[src/rtl/rv32i_types.sv]
// Shared RV32I types for the load/store queue: entry layout, sequencer states
// and the load/store funct3 encodings.
package rv32i_types;

    // Entry tag fields are sized for the largest ROB / preg file we build;
    // the scheduler zero-extends on write and slices on read.
    localparam int LSQ_ROB_ID_MAX = 8;
    localparam int LSQ_PREG_MAX   = 8;

    localparam logic [2:0] load_f3_lb  = 3'b000;
    localparam logic [2:0] load_f3_lh  = 3'b001;
    localparam logic [2:0] load_f3_lw  = 3'b010;
    localparam logic [2:0] load_f3_lbu = 3'b100;
    localparam logic [2:0] load_f3_lhu = 3'b101;

    localparam logic [2:0] store_f3_sb = 3'b000;
    localparam logic [2:0] store_f3_sh = 3'b001;
    localparam logic [2:0] store_f3_sw = 3'b010;

    typedef struct packed {
        logic                      valid;
        logic                      is_store;
        logic [2:0]                funct3;
        logic [LSQ_ROB_ID_MAX-1:0] rob_id;
        logic [LSQ_PREG_MAX-1:0]   pd;
        logic                      addr_rdy;
        logic [31:0]               addr;
        logic [3:0]                mask;
        logic [31:0]               wdata;
    } lsq_entry_t;

    typedef enum logic [1:0] {
        IDLE  = 2'd0,
        WAIT  = 2'd1,
        DRAIN = 2'd2
    } lsq_state_t;

endpackage

[src/rtl/lsq_mem_scheduler_load_data_align.sv]
// Load result alignment: shifts the memory word down to the addressed byte
// lane and sign/zero extends according to the load funct3.
module load_data_align
    import rv32i_types::*;
(
    input  logic [31:0] rdata,
    input  logic [2:0]  funct3,
    input  logic [1:0]  offset,
    output logic [31:0] data
);

    logic [31:0] shifted;

    always_comb begin
        shifted = rdata >> {offset, 3'b000};
        case (funct3)
            load_f3_lb:  data = {{24{shifted[7]}}, shifted[7:0]};
            load_f3_lbu: data = {24'd0, shifted[7:0]};
            load_f3_lh:  data = {{16{shifted[15]}}, shifted[15:0]};
            load_f3_lhu: data = {16'd0, shifted[15:0]};
            default:     data = shifted;
        endcase
    end

endmodule

[src/rtl/lsq_mem_scheduler.sv]
// In-order load/store queue with a single-outstanding data-memory sequencer.
// Stores issue only once they reach the ROB head; loads issue as soon as ready.
module lsq_mem_scheduler
    import rv32i_types::*;
#(
    parameter int NSIZE     = 8,
    parameter int ROB_DEPTH = 16,
    parameter int PREG_BITS = 6
) (
    input  logic                         clk,
    input  logic                         rst,
    input  logic                         flush,
    input  logic                         alloc_valid,
    input  logic                         alloc_is_store,
    input  logic [2:0]                   alloc_funct3,
    input  logic [$clog2(ROB_DEPTH)-1:0] alloc_rob_id,
    input  logic [PREG_BITS-1:0]         alloc_pd,
    output logic                         alloc_ready,
    output logic [$clog2(NSIZE)-1:0]     alloc_lsq_id,
    input  logic                         calc_valid,
    input  logic [$clog2(NSIZE)-1:0]     calc_lsq_id,
    input  logic [31:0]                  calc_addr,
    input  logic [3:0]                   calc_mask,
    input  logic [31:0]                  calc_wdata,
    input  logic                         rob_head_valid,
    input  logic [$clog2(ROB_DEPTH)-1:0] rob_head_id,
    output logic [31:0]                  dmem_addr,
    output logic [3:0]                   dmem_rmask,
    output logic [3:0]                   dmem_wmask,
    output logic [31:0]                  dmem_wdata,
    input  logic [31:0]                  dmem_rdata,
    input  logic                         dmem_resp,
    output logic                         ld_valid,
    output logic [$clog2(ROB_DEPTH)-1:0] ld_rob_id,
    output logic [PREG_BITS-1:0]         ld_pd,
    output logic [31:0]                  ld_data,
    output logic                         st_done_valid,
    output logic [$clog2(ROB_DEPTH)-1:0] st_done_rob_id
);

    localparam int NSIZE_BITS = $clog2(NSIZE);
    localparam int ROB_BITS   = $clog2(ROB_DEPTH);

    logic [NSIZE_BITS:0]     head_reg, tail_reg;
    logic [NSIZE_BITS-1:0]   head_idx, tail_idx;
    lsq_entry_t [NSIZE-1:0]  entries;
    logic [NSIZE-1:0]        entry_valid;
    lsq_entry_t              head_entry;
    lsq_state_t              state_reg, state_next;

    logic full, alloc_go, head_can_issue, issue_go, resp_go;

    logic [31:0]             req_addr_reg, req_wdata_reg;
    logic [3:0]              req_rmask_reg, req_wmask_reg;
    logic                    cpl_is_store_reg;
    logic [2:0]              cpl_funct3_reg;
    logic [1:0]              cpl_offset_reg;
    logic [ROB_BITS-1:0]     cpl_rob_reg;
    logic [PREG_BITS-1:0]    cpl_pd_reg;
    logic [31:0]             aligned_data;

    logic                    ld_valid_reg, st_done_valid_reg;
    logic [ROB_BITS-1:0]     ld_rob_id_reg, st_done_rob_id_reg;
    logic [PREG_BITS-1:0]    ld_pd_reg;
    logic [31:0]             ld_data_reg;
    logic                    unused_tag_bits;

    assign head_idx   = head_reg[NSIZE_BITS-1:0];
    assign tail_idx   = tail_reg[NSIZE_BITS-1:0];
    assign head_entry = entries[head_idx];

    assign full         = (head_idx == tail_idx) && (head_reg[NSIZE_BITS] != tail_reg[NSIZE_BITS]);
    assign alloc_ready  = !rst && !full;
    assign alloc_lsq_id = tail_idx;
    assign alloc_go     = alloc_valid && alloc_ready && !flush;

    assign head_can_issue = head_entry.valid && head_entry.addr_rdy &&
                            (!head_entry.is_store ||
                             (rob_head_valid && rob_head_id == head_entry.rob_id[ROB_BITS-1:0]));

    // A response only retires the head when no flush has discarded the queue.
    assign resp_go = (state_reg == WAIT) && dmem_resp && !flush;

    assign unused_tag_bits = ^{head_entry.rob_id, head_entry.pd};

    always_comb begin
        state_next = state_reg;
        issue_go   = 1'b0;
        case (state_reg)
            IDLE: begin
                if (!flush && head_can_issue) begin
                    issue_go   = 1'b1;
                    state_next = WAIT;
                end
            end
            WAIT: begin
                if (dmem_resp)
                    state_next = IDLE;
                else if (flush)
                    state_next = DRAIN;
            end
            DRAIN: begin
                if (dmem_resp)
                    state_next = IDLE;
            end
            default: state_next = IDLE;
        endcase
    end

    always_ff @(posedge clk) begin
        if (rst)
            state_reg <= IDLE;
        else
            state_reg <= state_next;
    end

    always_ff @(posedge clk) begin
        if (rst || flush) begin
            head_reg <= '0;
            tail_reg <= '0;
        end else begin
            if (alloc_go)
                tail_reg <= tail_reg + 1'b1;
            if (resp_go)
                head_reg <= head_reg + 1'b1;
        end
    end

    genvar gi;
    generate
        for (gi = 0; gi < NSIZE; gi++) begin : g_entry
            lsq_entry_t entry_reg;

            always_ff @(posedge clk) begin
                if (rst || flush) begin
                    entry_reg.valid    <= 1'b0;
                    entry_reg.addr_rdy <= 1'b0;
                end else begin
                    if (resp_go && head_idx == NSIZE_BITS'(gi))
                        entry_reg.valid <= 1'b0;
                    if (alloc_go && tail_idx == NSIZE_BITS'(gi)) begin
                        entry_reg.valid    <= 1'b1;
                        entry_reg.is_store <= alloc_is_store;
                        entry_reg.funct3   <= alloc_funct3;
                        entry_reg.rob_id   <= LSQ_ROB_ID_MAX'(alloc_rob_id);
                        entry_reg.pd       <= LSQ_PREG_MAX'(alloc_pd);
                        entry_reg.addr_rdy <= 1'b0;
                    end else if (calc_valid && calc_lsq_id == NSIZE_BITS'(gi) && entry_reg.valid) begin
                        entry_reg.addr_rdy <= 1'b1;
                        entry_reg.addr     <= calc_addr;
                        entry_reg.mask     <= calc_mask;
                        entry_reg.wdata    <= calc_wdata;
                    end
                end
            end

            assign entries[gi]     = entry_reg;
            assign entry_valid[gi] = entry_reg.valid;
        end
    endgenerate

    // The request and the completion context are captured at issue so a flush
    // that clears the queue cannot disturb an access already in flight.
    always_ff @(posedge clk) begin
        if (rst) begin
            req_rmask_reg <= 4'd0;
            req_wmask_reg <= 4'd0;
        end else if (issue_go) begin
            req_addr_reg     <= {head_entry.addr[31:2], 2'b00};
            req_rmask_reg    <= head_entry.is_store ? 4'd0 : head_entry.mask;
            req_wmask_reg    <= head_entry.is_store ? head_entry.mask : 4'd0;
            req_wdata_reg    <= head_entry.wdata;
            cpl_is_store_reg <= head_entry.is_store;
            cpl_funct3_reg   <= head_entry.funct3;
            cpl_offset_reg   <= head_entry.addr[1:0];
            cpl_rob_reg      <= head_entry.rob_id[ROB_BITS-1:0];
            cpl_pd_reg       <= head_entry.pd[PREG_BITS-1:0];
        end else if (state_reg != IDLE && dmem_resp) begin
            req_rmask_reg <= 4'd0;
            req_wmask_reg <= 4'd0;
        end
    end

    load_data_align u_align (
        .rdata  (dmem_rdata),
        .funct3 (cpl_funct3_reg),
        .offset (cpl_offset_reg),
        .data   (aligned_data)
    );

    always_ff @(posedge clk) begin
        if (rst) begin
            ld_valid_reg      <= 1'b0;
            st_done_valid_reg <= 1'b0;
        end else begin
            ld_valid_reg      <= resp_go && !cpl_is_store_reg;
            st_done_valid_reg <= resp_go && cpl_is_store_reg;
            if (resp_go) begin
                ld_rob_id_reg      <= cpl_rob_reg;
                ld_pd_reg          <= cpl_pd_reg;
                ld_data_reg        <= aligned_data;
                st_done_rob_id_reg <= cpl_rob_reg;
            end
        end
    end

    assign dmem_addr      = req_addr_reg;
    assign dmem_rmask     = req_rmask_reg;
    assign dmem_wmask     = req_wmask_reg;
    assign dmem_wdata     = req_wdata_reg;
    assign ld_valid       = ld_valid_reg;
    assign ld_rob_id      = ld_rob_id_reg;
    assign ld_pd          = ld_pd_reg;
    assign ld_data        = ld_data_reg;
    assign st_done_valid  = st_done_valid_reg;
    assign st_done_rob_id = st_done_rob_id_reg;

    a_calc_target_valid: assert property (@(posedge clk) disable iff (rst || flush)
        calc_valid |-> entry_valid[calc_lsq_id]);

endmodule
[config.mk]
export PLATFORM = sky130hd
export DESIGN_NAME = lsq_mem_scheduler
export DESIGN_NICKNAME = d
export VERILOG_FILES = /design/src/rtl/rv32i_types.sv /design/src/rtl/lsq_mem_scheduler_load_data_align.sv /design/src/rtl/lsq_mem_scheduler.sv
export SDC_FILE = /design/constraint.sdc
export NUM_CORES = 1
export LEC_CHECK = 0
export CORE_MARGIN = 8
export CORE_UTILIZATION = 25
export CTS_BUF_LIST = sky130_fd_sc_hd__clkbuf_8
export CTS_CLUSTER_DIAMETER = 60
export DETAILED_ROUTE_END_ITERATION = 16
export PLACE_DENSITY_LB_ADDON = 0.08
export RECOVER_POWER = 100
export SYNTH_ARGS = -nofsm -noshare
export SYNTH_HDL_FRONTEND = slang
export SYNTH_SLANG_ARGS = --single-unit
[constraint.sdc]
create_clock -name clk -period 12.9 [get_ports clk]
set_input_delay 1.29 -clock clk [delete_from_list [all_inputs] [get_ports clk]]
set_output_delay 1.29 -clock clk [all_outputs]
set_load 0.01 [all_outputs]
**Yosys cells after proc, flatten, opt, wreduce, memory -nomap -nowiden**

Cells that the tools add are included.

- Register bits: 812
- Bits in latches: 0
- Memory bits (writable): 0
- Memory bits (read-only): 0
- Bits of input ports: 128
- Memories kept: 0

- $add $sub $neg: 2
- Multiply operators: 0
- Divide/modulo/power cells: 0
- Magnitude comparators: 1
- Equality and inequality tests: 32
- Shifts and indexed selects: 1
- Mux-type cells: 31
- Bitwise operators: 10
- Reductions and logical operators: 94

Operators with widths:

| kind | count |
|---|---|
| binary-select mux 90 bit (select 3 bit) | 1 |
| 2-to-1 mux 21 bit | 8 |
| case mux 32 bit (4 select lines) | 1 |
| 2-to-1 mux 90 bit | 1 |
| logical AND 1 bit | 45 |
| == test 3 bit (second input constant) | 14 |
| >> shifter 32 x 5 -> 32 bit | 1 |
| AND reduction 3 bit | 9 |
| 2-to-1 mux 4 bit | 5 |
| AND reduction 2 bit | 10 |
| nonzero test 2 bit | 10 |
| == test 3 x 2 -> 1 bit (second input constant) | 6 |
| OR reduction 2 bit | 8 |
| == test 3 x 1 -> 1 bit (second input constant) | 4 |
| zero test 3 bit | 4 |
| 2-to-1 mux 1 bit | 10 |
| NOT 1 bit | 10 |
| adder 4 x 1 -> 4 bit (second input constant) | 2 |
| 2-to-1 mux 2 bit | 4 |
| case mux 2 bit (3 select lines) | 1 |
| zero test 1 bit | 5 |
| == test 4 bit | 1 |
| less-than comparator 3 x 4 -> 1 bit (second input constant) | 1 |
| != test 2 bit (second input constant) | 2 |
| other kinds (7) | 8 |

**Depth between registers and ports, before layout**

- Depth in word-level cells: 10
- Gate-level depth with buffers: 10
- Mapped depth without buffers: 7

**Modules after synthesis**

Synthesis repeated with hierarchy kept, for this count alone.

- Cells, all modules: 1614
- Area, all modules: 31026.0 sq um

Modules (own cells, without submodules):

| module | times used | cells each | area each (sq um) | seq. area each (sq um) |
|---|---|---|---|---|
| lsq_mem_scheduler | 1 | 1507 | 30331.6 | 24023.0 |
| load_data_align | 1 | 107 | 694.4 | 0.0 |

**Least setup slack after synthesis**

No wires, ideal clock.

- Kind: input port to flip-flop
- Start point: in flush
- End point: reg g_entry[7].entry_reg (netlist bit entries[630]), enable pin
- Setup time: 0.578 ns
- Data arrival time: 6.856 ns
- Required time: 12.322 ns
- Setup slack: 5.466 ns
- Stages on the path: 5
- Path buffers: 1
- Cells stage by stage: or2_2 -> clkbuf_1 -> nor2_1 -> and2_1 -> nor3_1

- Cells in the longest elaborated chain, start to end: 5
- Elaborated cells on any way between the ends: 7
- Those cells by class: bitwise: 2; reduce/logical: 5

Ends and longest elaborated chain:

| item | RTL line | RTL |
|---|---|---|
| from (decl) | lsq_mem_scheduler.sv:12 | `input logic flush,` |
| zero test 1 bit | lsq_mem_scheduler.sv:75 | `assign alloc_go = alloc_valid && alloc_ready && !flush;` |
| logical AND 1 bit | lsq_mem_scheduler.sv:75 |  |
| logical AND 1 bit | lsq_mem_scheduler.sv:141 | `if (alloc_go && tail_idx == NSIZE_BITS'(gi)) begin` |
| NOT 1 bit (no line) | n/a |  |
| AND reduction 3 bit (no line) * | n/a |  |
| to (decl) | lsq_mem_scheduler.sv:132 | `lsq_entry_t entry_reg;` |

Mark *: on every way between the ends. The rest lies on a longest branch, timed or not.
A chain may end at the register's enable or synchronous reset.

**Worst setup path after layout**

- Start point: reg head_reg[0]
- End point: reg g_entry[2].entry_reg (netlist bit entries[227]), enable pin

- Cells in the longest elaborated chain, start to end: 9

Ends and longest elaborated chain:

| item | RTL line | RTL |
|---|---|---|
| from (decl) | lsq_mem_scheduler.sv:44 | `logic [NSIZE_BITS:0] head_reg, tail_reg;` |
| from (signal assigned) | lsq_mem_scheduler.sv:125 | `head_reg <= head_reg + 1'b1;` |
| == test 3 bit | lsq_mem_scheduler.sv:72 | `assign full = (head_idx == tail_idx) && (head_reg[NSIZE_BITS] != tail_reg[NSIZE_BITS]);` |
| logical AND 1 bit | lsq_mem_scheduler.sv:72 |  |
| zero test 1 bit | lsq_mem_scheduler.sv:73 | `assign alloc_ready = !rst && !full;` |
| logical AND 1 bit | lsq_mem_scheduler.sv:73 |  |
| logical AND 1 bit (2 in a row) | lsq_mem_scheduler.sv:75 |  |
| logical AND 1 bit | lsq_mem_scheduler.sv:141 |  |
| NOT 1 bit (no line) | n/a |  |
| AND reduction 3 bit (no line) | n/a |  |
| to (decl) | lsq_mem_scheduler.sv:132 |  |

No other way between the ends.

==> summary.txt <==
Outcome
  – Run status: complete, but fails checks
  – Failing checks: capacitance limit, slew limit

Power
  – Int Power: 4.11 mW
  – Share of total power in combinational logic: 1.8%
  – Switching fraction of total power: 22.0%
  – Maximum VDD drop: 90.4 uV
  – Relative contribution of the clock network to total power: 43.5%
  – Power per cell area: 139 nW/um^2
  – Leakage power: 12.2 nW
  – Switching power summed over all nets: 1.16 mW
  – Power share of the sequential group: 54.7%

Clock tree
  – TritonCTS clock tree: built
  – Cts bufs inserted: 150
  – H-tree levels: 4
  – Hold buffer count at CTS: 0
  – Setup fix buffers added after clock tree synthesis: 0
  – Worst-case clock buffer depth: 3
  – Clock-pin slew on the worst setup and hold paths: 60 ps
  – Clock latency of the later-clocked register in the worst-skew pair: 810 ps
  – Sink count of the clock tree: 812
  – Root Buffer Master: clkbuf_8
  – Count of cells resized by post-cts repair: 0

Yosys
  – Multiplexer share of the synthesized area: 12.5%
  – Most frequently used flop master after synthesis: edfxtp_1
  – Number of enable flip-flop cells after synthesis: 776
  – Area fraction in compound gates after synthesis: 1.78%
  – Async S/R FF share, synth: 0%
  – Cell Area, Synth: 30800 sq um
  – #FFs+latches synth: 812
  – Largest family of logic cells by synthesized area: multiplexers
  – Synthesized-area fraction occupied by adder cells: 0.488%
  – Synthesized instance count: 1591
  – Mean Syn Cell Area: 19.3 sq um
  – Sequential fraction of the synthesis area: 78.0%
  – Area share of xor/xnor cells in the synthesized design: 0.313%
  – Synth warn: 0
  – Number of library cell types mapped by synthesis: 45
  – Area share of and/or/nand/nor cells after synthesis: 5.42%

Critical path
  – Largest stage delay on the critical path: 2620 ps
  – Category of the worst setup path launch point: flip-flop
  – Type of the worst setup path: reg -> reg
  – Req. time, crit path: 13310 ps
  – FF-to-FF Start: head_reg[0]$_SDFFE_PP0P_
  – Crit-path cells: clkbuf_1 -> xnor2_1 -> nand4_1 -> nand2_1 -> nor2_1 -> and3_1 -> clkbuf_1 -> nor2_4 -> buf_4 -> buf_4
  – Reg-to-reg setup timing slack: 4960 ps
  – R2R cell count: 10
  – CP Max Fanout: 45
  – Family of cells with the greatest summed delay on the critical path: buffers and inverters
  – Worst EP arrival: 8350 ps
  – Endpoint kind of the worst setup timing path: flip-flop
  – Worst r2r dst: entries[227]$_DFFE_PP_
  – Slowest stage cell, crit path: clkbuf_1
  – Crit path buf inv count: 4

Timing
  – Final period util: 61.5%
  – Fin. max-slew vios: 197
  – Unrepaired setup endpoints after global routing: false
  – Setup violation total in the final timing report: 0
  – FMAX: 126 MHz
  – Post-Route Skew: 48.0 ps
  – Worst slew pin tran: 3600 ps
  – Worst max-slew margin expressed relative to the limit: -140%
  – WHS: 420 ps
  – Count of final hold-check violations: 0
  – Shortest clock period the worst path allows after layout: 7940 ps
  – TNS Setup: 0 ps

Routing
  – Initial DRT Pass Iterations: 5
  – Overall routed net length: 87.5 mm
  – Average wire per cell in the routed design: 23.7 microns
  – Iter 0 DRT Violations: 811
  – Per-cell via count in the routed design: 4.27
  – Vias post-DR: 15800
  – Number of antenna-violating nets in the routed design: 0
  – Remaining DRCs: 0

Placed design
  – DP Wirelength: 54.0 mm
  – Number of cells after detailed placement: 3416
  – PortBufs: 249
  – Final RePlAce weighted congestion: 0.716

Floorplanning
  – Starting density of the core: 25.2%
  – Die width: 367 microns
  – Number of standard-cell rows in the floorplan: 128
  – Core footprint: 122000 sq um
  – Die footprint: 135000 sq um
  – Die height: 367 microns
  – Boundary pin count: 252

Global routing
  – Global-route layer with the greatest usage: met2
  – Largest net degree at the start of global routing: 63
  – Vias in the first global route: 17600
  – Initial antenna violation count: 26
  – All-layer global routing usage: 12.8%
  – First-pass GRT wire length: 127 mm
  – GR met2 Demand/Resource: 21.6%
  – Met3 track utilization from global routing: 3.39%
  – Met1 track demand over resource: 16.0%
  – GRT Residual Overflow: 0

Finish
  – Layout cell share with drive strength beyond 1: 18.9%
  – Count of filler cells inserted in the layout: 12000
  – Final std cells w/o fill: 3687
  – Commonest cells after routing, fill and taps aside: edfxtp_1, nand2_1, dlygate4sd3_1, mux4_2, clkbuf_8
  – Register area: 24000 sq um
  – Net total in the final layout: 2083
  – Growth of design area from synthesis to finish: 23.2%
  – Share of the core filled with cells: 31.1%
  – Number of flip-flops in the largest register: 672
  – Most common cell after layout, fill and taps aside: edfxtp_1
  – Multi-input gate area: 6370 sq um

Min path
  – Hold Path Sink: ld_pd[3]$_DFFE_PP_
  – Worst hold start: cpl_pd_reg[3]$_DFFE_PP_
  – Worst Hold Class: reg -> reg
  – Cell depth of the worst min-delay path: 0

Flow run
  – Max-cap violations: 5
[Yosys cell counts, types with 9 or more instances]
master / instances / area (sq um)
nor2_1: 36 / 135
buf_4: 13 / 97.6
a211oi_1: 9 / 67.6
clkbuf_1: 38 / 143
nor3_1: 10 / 50.1
edfxtp_1: 776 / 23300
ha_1: 12 / 150
nor2b_1: 20 / 125
dfxtp_1: 36 / 721
nand4_1: 9 / 56.3
mux2i_1: 30 / 300
o21ai_0: 17 / 85.1
nand2_1: 278 / 1040
buf_1: 9 / 33.8
xnor2_1: 9 / 78.8
a21oi_1: 27 / 135
mux4_2: 157 / 3540
buf_2: 16 / 80.1
and3_1: 9 / 56.3
nand3_1: 12 / 60.1
[metrics by stage]
step	total power, mW	cell area (sq um)	setup WS, ps
2_1_floorplan	2.96	30800	5470
3_3_place_gp	3.04	35200	7660
3_5_place_dp	3.04	35200	7620
4_1_cts	5.39	38000	7810
5_1_grt	5.49	37900	3860
6_report	5.27	37900	4960
[worst max-delay path by stage]
stage,cells after the start,startpoint,end,slack [ps]
3_3_place_gp,7,rst,entries[114]$_DFFE_PP_,7660
5_1_grt,10,head_reg[0]$_SDFFE_PP0P_,entries[227]$_DFFE_PP_,3860
6_report,10,head_reg[0]$_SDFFE_PP0P_,entries[227]$_DFFE_PP_,4960
2_1_floorplan,5,flush,entries[630]$_DFFE_PP_,5470
4_1_cts,5,head_reg[0]$_SDFFE_PP0P_,alloc_ready,7810
3_5_place_dp,7,rst,entries[129]$_DFFE_PP_,7620
[area by class of cell]
type                            instances  area share [%]
Timing Repair Buffer                  280            7.13
Inverter                                8          0.0858
Antenna cell                            6          0.0396
Multi-Input combinational cell        691            16.8
Clock inverter                        112            1.67
Tap cell                             1625            5.36
Sequential cell                       812            63.4
Clock buffer                          153            5.55
[cells by family (layout without fill, tap and decap cells)]
kind of cell | Yosys count | after routing
simple gates | 393 | 393
fa+ha+maj | 12 | 12
compound gates | 85 | 85
other cells | 1 | 8
buf+inv | 89 | 553
flops | 812 | 812
mux | 188 | 188
xor+xnor | 11 | 11
[routing by layer]
metal | part of all wire [%] | wire (microns)
met1 | 43 | 37500
met5 | 0.090 | 79
met2 | 49 | 43000
met4 | 2.3 | 2020
met3 | 5.6 | 4940
[power by group through the flow]
stage / Combinational, mW / Sequential, mW / Clock [mW]
floorplan: 0.0166 / 2.94 / 0
CTS: 0.103 / 2.88 / 2.40
global route: 0.102 / 2.88 / 2.50
finish: 0.0932 / 2.88 / 2.29
global placement: 0.101 / 2.94 / 0
detailed placement: 0.103 / 2.94 / 0
Note: power is estimated with default switching activity, not from simulation.
